--- config.mk ---
export PLATFORM = sky130hd
export DESIGN_NAME = paula_audio_mixseq_flat
export DESIGN_NICKNAME = d
export VERILOG_FILES = /design/src/rtl/paula_audio_pkg.sv /design/src/rtl/paula_audio_mixseq_if.sv /design/src/rtl/paula_audio_volmul.sv /design/src/rtl/paula_audio_mixseq.sv /design/src/flat_wrapper.sv
export SDC_FILE = /design/constraint.sdc
export NUM_CORES = 1
export LEC_CHECK = 0
export BUFFER_PORTS_ARGS = -buffer_cell sky130_fd_sc_hd__buf_2
export CORE_ASPECT_RATIO = 0.9
export CORE_MARGIN = 1
export CORE_UTILIZATION = 45
export DETAILED_ROUTE_END_ITERATION = 12
export PLACE_DENSITY = 0.62
export SETUP_SLACK_MARGIN = 0.15
export SYNTH_ARGS = -nofsm -noshare
export SYNTH_HDL_FRONTEND = slang
export SYNTH_HIERARCHICAL = 1
export SYNTH_SLANG_ARGS = --single-unit
--- constraint.sdc ---
create_clock -name clk -period 15.75 [get_ports clk]
set_input_delay 0.7875 -clock clk [delete_from_list [all_inputs] [get_ports clk]]
set_output_delay 0.7875 -clock clk [all_outputs]
set_load 0.05 [all_outputs]
--- src/rtl/paula_audio_pkg.sv ---
// Shared types and constants for the Paula audio mixer sequencer.
package paula_audio_pkg;

  localparam int unsigned NUM_CH   = 4;
  localparam int unsigned SMP_W    = 8;
  localparam int unsigned VOL_W    = 7;
  localparam int unsigned MIX_W    = 15;
  localparam int unsigned PROD_W   = MIX_W + 1;
  localparam int unsigned VOL_FULL = 64;

  // Bit k set routes channel k to the left mix, clear routes it right.
  localparam logic [NUM_CH-1:0] LR_ROUTE = 4'b1001;

  typedef enum logic [2:0] {
    ST_IDLE = 3'd0,
    ST_MUL0 = 3'd1,
    ST_MUL1 = 3'd2,
    ST_MUL2 = 3'd3,
    ST_MUL3 = 3'd4,
    ST_DONE = 3'd5
  } mix_state_e;

  typedef struct packed {
    logic [NUM_CH*SMP_W-1:0] smp;
    logic [NUM_CH*VOL_W-1:0] vol;
    logic [NUM_CH-1:0]       mask;
  } mix_snap_t;

  // Channel served by the shared multiplier in a given sequencer state.
  function automatic logic [1:0] chan_of(input mix_state_e s);
    case (s)
      ST_MUL1: chan_of = 2'd1;
      ST_MUL2: chan_of = 2'd2;
      ST_MUL3: chan_of = 2'd3;
      default: chan_of = 2'd0;
    endcase
  endfunction

endpackage

--- src/rtl/paula_audio_mixseq_if.sv ---
// Sample/volume inputs and mixed outputs of the audio mixer sequencer.
interface paula_audio_mixseq_if;
  import paula_audio_pkg::*;

  logic [NUM_CH*SMP_W-1:0] aud_smp;
  logic [NUM_CH*VOL_W-1:0] aud_vol;
  logic [NUM_CH-1:0]       aud_mask;
  logic [NUM_CH-1:0]       chan_ack;
  logic signed [MIX_W-1:0] ldatasum;
  logic signed [MIX_W-1:0] rdatasum;
  logic                    sample_valid;

  modport master (
    output aud_smp, aud_vol, aud_mask,
    input  chan_ack, ldatasum, rdatasum, sample_valid
  );

  modport slave (
    input  aud_smp, aud_vol, aud_mask,
    output chan_ack, ldatasum, rdatasum, sample_valid
  );

endinterface

--- src/rtl/paula_audio_volmul.sv ---
// Combinational signed-sample by saturated-volume multiplier with channel mask.
module paula_audio_volmul
  import paula_audio_pkg::*;
(
  input  logic signed [SMP_W-1:0] smp_i,
  input  logic [VOL_W-1:0]        vol_i,
  input  logic                    en_i,
  output logic signed [MIX_W-1:0] prod_c
);

  logic [VOL_W-1:0]         vol_eff;
  logic signed [PROD_W-1:0] prod_full;

  // Any volume with bit 6 set plays at full scale (64).
  always_comb begin
    vol_eff   = vol_i[VOL_W-1] ? VOL_W'(VOL_FULL) : {1'b0, vol_i[VOL_W-2:0]};
    prod_full = PROD_W'(smp_i) * PROD_W'($signed({1'b0, vol_eff}));
    prod_c    = en_i ? prod_full[MIX_W-1:0] : '0;
  end

endmodule

--- src/rtl/paula_audio_mixseq.sv ---
// Four-channel Paula mixer: per-period snapshot, one shared multiplier
// stepped over the channels, left/right accumulation and registered mix.
module paula_audio_mixseq
  import paula_audio_pkg::*;
#(
  parameter int unsigned TICK_DIV = 16,
  parameter int unsigned CW       = 8
) (
  input  logic                 clk,
  input  logic                 reset_n,
  input  logic                 clk7_en,
  paula_audio_mixseq_if.slave  bus
);

  mix_state_e              state_q;
  logic [CW-1:0]           div_q;
  mix_snap_t               snap_q;
  logic signed [MIX_W-1:0] acc_l_q;
  logic signed [MIX_W-1:0] acc_r_q;
  logic signed [MIX_W-1:0] ldat_q;
  logic signed [MIX_W-1:0] rdat_q;
  logic                    valid_q;
  logic [NUM_CH-1:0]       ack_q;

  logic [1:0]              ch_c;
  logic signed [SMP_W-1:0] smp_c;
  logic [VOL_W-1:0]        vol_c;
  logic                    en_c;
  logic signed [MIX_W-1:0] prod_c;
  logic                    wrap_c;
  logic                    mul_c;

  // Route the snapshotted channel of the current step to the multiplier.
  always_comb begin
    ch_c   = chan_of(state_q);
    smp_c  = snap_q.smp[32'(ch_c) * SMP_W +: SMP_W];
    vol_c  = snap_q.vol[32'(ch_c) * VOL_W +: VOL_W];
    en_c   = snap_q.mask[ch_c];
    wrap_c = (div_q == CW'(TICK_DIV - 1));
    mul_c  = (state_q == ST_MUL0) || (state_q == ST_MUL1) ||
             (state_q == ST_MUL2) || (state_q == ST_MUL3);
  end

  paula_audio_volmul u_volmul (
    .smp_i  (smp_c),
    .vol_i  (vol_c),
    .en_i   (en_c),
    .prod_c (prod_c)
  );

  // Sequencer, divider and output registers; pulses clear every clk.
  always_ff @(posedge clk or negedge reset_n) begin
    if (!reset_n) begin
      state_q <= ST_IDLE;
      div_q   <= '0;
      snap_q  <= '0;
      acc_l_q <= '0;
      acc_r_q <= '0;
      ldat_q  <= '0;
      rdat_q  <= '0;
      valid_q <= 1'b0;
      ack_q   <= '0;
    end else begin
      valid_q <= 1'b0;
      ack_q   <= '0;
      if (clk7_en) begin
        div_q <= wrap_c ? '0 : div_q + CW'(1);
        if (mul_c) begin
          if (LR_ROUTE[ch_c]) acc_l_q <= acc_l_q + prod_c;
          else                acc_r_q <= acc_r_q + prod_c;
        end
        case (state_q)
          ST_IDLE: begin
            if (wrap_c) begin
              state_q <= ST_MUL0;
              snap_q  <= '{smp: bus.aud_smp, vol: bus.aud_vol, mask: bus.aud_mask};
              acc_l_q <= '0;
              acc_r_q <= '0;
              ack_q   <= '1;
            end
          end
          ST_MUL0: state_q <= ST_MUL1;
          ST_MUL1: state_q <= ST_MUL2;
          ST_MUL2: state_q <= ST_MUL3;
          ST_MUL3: state_q <= ST_DONE;
          ST_DONE: begin
            ldat_q  <= acc_l_q;
            rdat_q  <= acc_r_q;
            valid_q <= 1'b1;
            state_q <= ST_IDLE;
          end
          default: state_q <= ST_IDLE;
        endcase
      end
    end
  end

  // A period boundary while mid-sequence would silently drop a sample.
  always @(posedge clk) begin
    if (reset_n && clk7_en && wrap_c) assert (state_q == ST_IDLE);
  end

  assign bus.ldatasum     = ldat_q;
  assign bus.rdatasum     = rdat_q;
  assign bus.sample_valid = valid_q;
  assign bus.chan_ack     = ack_q;

endmodule
--- src/flat_wrapper.sv ---
// flat-port wrapper written by rule: the top's interface ports become plain ports
module paula_audio_mixseq_flat import paula_audio_pkg::*;
#(
  parameter int unsigned TICK_DIV = 16,
  parameter int unsigned CW       = 8
)
  (clk, reset_n, clk7_en, bus_aud_smp, bus_aud_vol, bus_aud_mask, bus_chan_ack, bus_ldatasum, bus_rdatasum, bus_sample_valid);
  paula_audio_mixseq_if bus_i ();
  input  logic clk;
  input  logic reset_n;
  input  logic clk7_en;
  input wire logic [$bits(bus_i.aud_smp)-1:0] bus_aud_smp;
  input wire logic [$bits(bus_i.aud_vol)-1:0] bus_aud_vol;
  input wire logic [$bits(bus_i.aud_mask)-1:0] bus_aud_mask;
  output wire logic [$bits(bus_i.chan_ack)-1:0] bus_chan_ack;
  output wire logic [$bits(bus_i.ldatasum)-1:0] bus_ldatasum;
  output wire logic [$bits(bus_i.rdatasum)-1:0] bus_rdatasum;
  output wire logic [$bits(bus_i.sample_valid)-1:0] bus_sample_valid;
  assign bus_i.aud_smp = bus_aud_smp;
  assign bus_i.aud_vol = bus_aud_vol;
  assign bus_i.aud_mask = bus_aud_mask;
  assign bus_chan_ack = bus_i.chan_ack;
  assign bus_ldatasum = bus_i.ldatasum;
  assign bus_rdatasum = bus_i.rdatasum;
  assign bus_sample_valid = bus_i.sample_valid;
  paula_audio_mixseq #(.TICK_DIV(TICK_DIV), .CW(CW)) u_core (.clk(clk), .reset_n(reset_n), .clk7_en(clk7_en), .bus(bus_i));
endmodule
==> impl_metrics.ini <==
[run_status]
outcome = finished, final reports clean

[die]
fp-row-count = 49
core_region_area_um2 = 20200
initial_core_util_pct = 46.5
overall_die_area_um2 = 21400
dieHeight_um = 139
ios = 102
floorplan.die.width_um = 154

[critical_path]
r2r_end = u_core/acc_r_q[14]$_DFFE_PN0P_
cp_num_cells = 24
crit_buf_inv = 3
worst_case_reg_to_reg_path_depth = 24
crit_path_start_kind = flip-flop
critical_path.cell_chain = buf_4, nor3b_2, nor2_1, a221o_1, nor2b_1, and2_1, fa_1, inv_1, fa_1, fa_1, fa_1, inv_1, ha_1, or3_1, mux2_4, o311ai_4, ha_1, nand3_1, nor2_1, a2111oi_0, a21oi_1, xnor2_1, or4_1, o221ai_1
critPathTopFamily = simple AND/OR/NAND/NOR gates
critical-path-slowest-cell = nor3b_2
rr_startpoint = u_core/state_q[0]$_DFFE_PN0P_
critPathMostFrequentCell = fa_1
rrSetupSlack_ps = 7430
setup.worst_path.end_class = flip-flop
crit_required_ps = 16090
critical_path_arrival_ps = 8660
critical_path_class = flip-flop to flip-flop
critical_path.max_stage_delay_ps = 840
worst-path-max-fanout = 30

[synth]
postSynthNetCount = 1111
syn-instance-count = 939
synth_async_sr_flop_share_pct = 100
synthTopCellsByCount = nand2_1 (147), dfrtp_1 (137), inv_1 (81), ha_1 (59), and2_1 (52)
number_of_synthesized_register_bits = 137
synth.top_cell.area_share_pct = 36.6
synthMostInstantiatedCell = nand2_1
synthesis.area_um2 = 9380
yosys-top-cells-area = dfrtp_1 (37%), fa_1 (9.8%), ha_1 (7.9%)
post_synth.cell_area_avg_um2 = 9.99
synth_edf_count = 0
ys_seq_area_share_pct = 36.6
synth.largest_area_cell = dfrtp_1
ys.warnings.count = 6
ys.flop_type = dfrtp_1
synth.distinct_cells = 63

[sta]
final_hold_viol_count = 0
worst-slew-pin-transition_ps = 1050
clock.fmax_mhz = 120
setup_tns_ps = 0
setup_viol_count_final = 0
timing.slew.headroom_pct = 29.6
fin_skew_ps = 15.8
final_min_period_ps = 8320
timing.final.crit_share_pct = 52.8
rsz0062_at_grt = no
timing.final.max_slew_violations = 0

[detailed_routing]
drtIter0Drc = 333
drt_pre_antenna_iters = 5
num_vias = 6858
wl_cell_um = 15.4
post_drt_via_cell_ratio = 5.30
drt_total_wl_um = 19900
number_of_drc_violations_after_detailed_routing = 0
drtAntennaViolNets = 0

[grt]
antenna_violations_before_repair = 2
grt_first_pass_wirelength_um = 33700
grt_pass1_vias = 6796
global_route.usage.total_pct = 19.7
grt_start_max_net_pins = 77
grt_overflow = 0

[clocking]
post_cts_hold_buffer_count = 0
postCtsResizedCells = 0
postCtsSetupBuffers = 0
clk_pin_slew_worst_paths_ps = 70
cts_max_level = 4
cts.sinks = 137
cts_max_path_buffers = 2
clockRootBuffer = clkbuf_16
cts_tree = built
worst_skew_pair.late_latency_ps = 430
total_cts_buffers = 17

[cells_and_area]
fin_cells = 1294
antenna_cells_inserted = 0
final_net_count = 1198
post_route_cells_drive_above_1_share_pct = 17.0
syn2layout_area_growth_pct = 13.3
fillerInstances = 1845

[place]
detailedPlacementHpwl_um = 15100
place_inst = 1262
port_buffers = 101
globalplace.congestion = 0.886

[flow_run]
drv.max_cap_violation_count = 0

[worst_hold_path]
holdCritPathClass = input pin to async pin
==> worst reg2reg max path: cells and delay by family, from the launching register on <==
kind | cells | cell delay, ps
AO/OA/AOI/OAI | 5 | 1230
XOR/XNOR | 1 | 180
multiplexers | 1 | 290
buffers and inverters | 3 | 430
adder cells (fa/ha/maj) | 6 | 2650
flip-flops | 1 | 360
AND/OR/NAND/NOR | 8 | 3090
==> cell usage in the layout (no fill, tap or decap), drive strengths merged, types with 7 or more instances in the layout <==
cell / instances
nand2: 147
dfrtp: 137
buf: 106
inv: 90
mux2: 66
ha: 59
and2: 52
fa: 46
o21ai: 41
nor2: 40
a21oi: 36
xnor2: 23
mux2i: 19
clkbuf: 17
xor2: 17
a221o: 16
nand3: 14
a21o: 14
a211oi: 12
nand4: 11
o21bai: 8
and3: 7
==> metal layers <==
layer	up-vias	track usage, %	wire length [µm]
li1	3373	-	-
met1	3325	28.0	9780
met2	143	30.1	8900
met3	17	4.66	1010
met4	0	5.11	212
met5	-	0	0
==> worst max path at each step <==
stage	to	slack, ps	start
finish	u_core/acc_r_q[14]$_DFFE_PN0P_	7430	u_core/state_q[0]$_DFFE_PN0P_
global placement	u_core/acc_r_q[14]$_DFFE_PN0P_	7500	u_core/state_q[0]$_DFFE_PN0P_
global route	u_core/acc_r_q[14]$_DFFE_PN0P_	6860	u_core/state_q[2]$_DFFE_PN0P_
CTS	u_core/acc_r_q[14]$_DFFE_PN0P_	7380	u_core/state_q[0]$_DFFE_PN0P_
floorplan	u_core/acc_r_q[14]$_DFFE_PN0P_	8600	u_core/state_q[0]$_DFFE_PN0P_
detailed placement	u_core/acc_r_q[14]$_DFFE_PN0P_	7370	u_core/state_q[0]$_DFFE_PN0P_
==> logic make-up after synthesis <==
logic type | share of synthesized area, %
AND/OR/NAND/NOR | 15.2
AO/OA/AOI/OAI | 11.4
flip-flops | 36.6
buffers and inverters | 5.43
adder cells (fa/ha/maj) | 17.7
multiplexers | 9.99
XOR/XNOR | 3.74
==> through the flow <==
stage	setup slack (ps)	area (µm²)	hold WS, ps	util, %
finish	7430	10600	337	52.7
global route	6860	10600	385	52.7
CTS	7380	10600	360	52.7
detailed placement	7370	10000	456	49.8
global placement	7500	10000	454	49.8
floorplan	8600	9380	446	-
==> state kept, by name, indices dropped and copies added (netlist names) <==
| name | count |
|---|---|
| u_core/snap_q | 64 |
| u_core/bus.ldatasum | 15 |
| u_core/acc_r_q | 15 |
| u_core/bus.chan_ack | 1 |
| u_core/state_q | 3 |
| u_core/bus.sample_valid | 1 |
| u_core/bus.rdatasum | 15 |
| u_core/acc_l_q | 15 |
| u_core/div_q | 8 |
==> final cells by class <==
| class | instances | area (µm²) | area share [%] |
|---|---|---|---|
| Tap cell | 255 | 319 | 3.00 |
| Clock buffer | 17 | 425 | 4.00 |
| Clock inverter | 15 | 156 | 1.47 |
| Inverter | 82 | 308 | 2.90 |
| Multi-Input combinational cell | 682 | 5440 | 51.2 |
| Sequential cell | 137 | 3430 | 32.3 |
| Timing Repair Buffer | 106 | 549 | 5.17 |
Power is not shown: default switching activity piles up to over one toggle a cycle in this logic, so the estimate is an artifact.
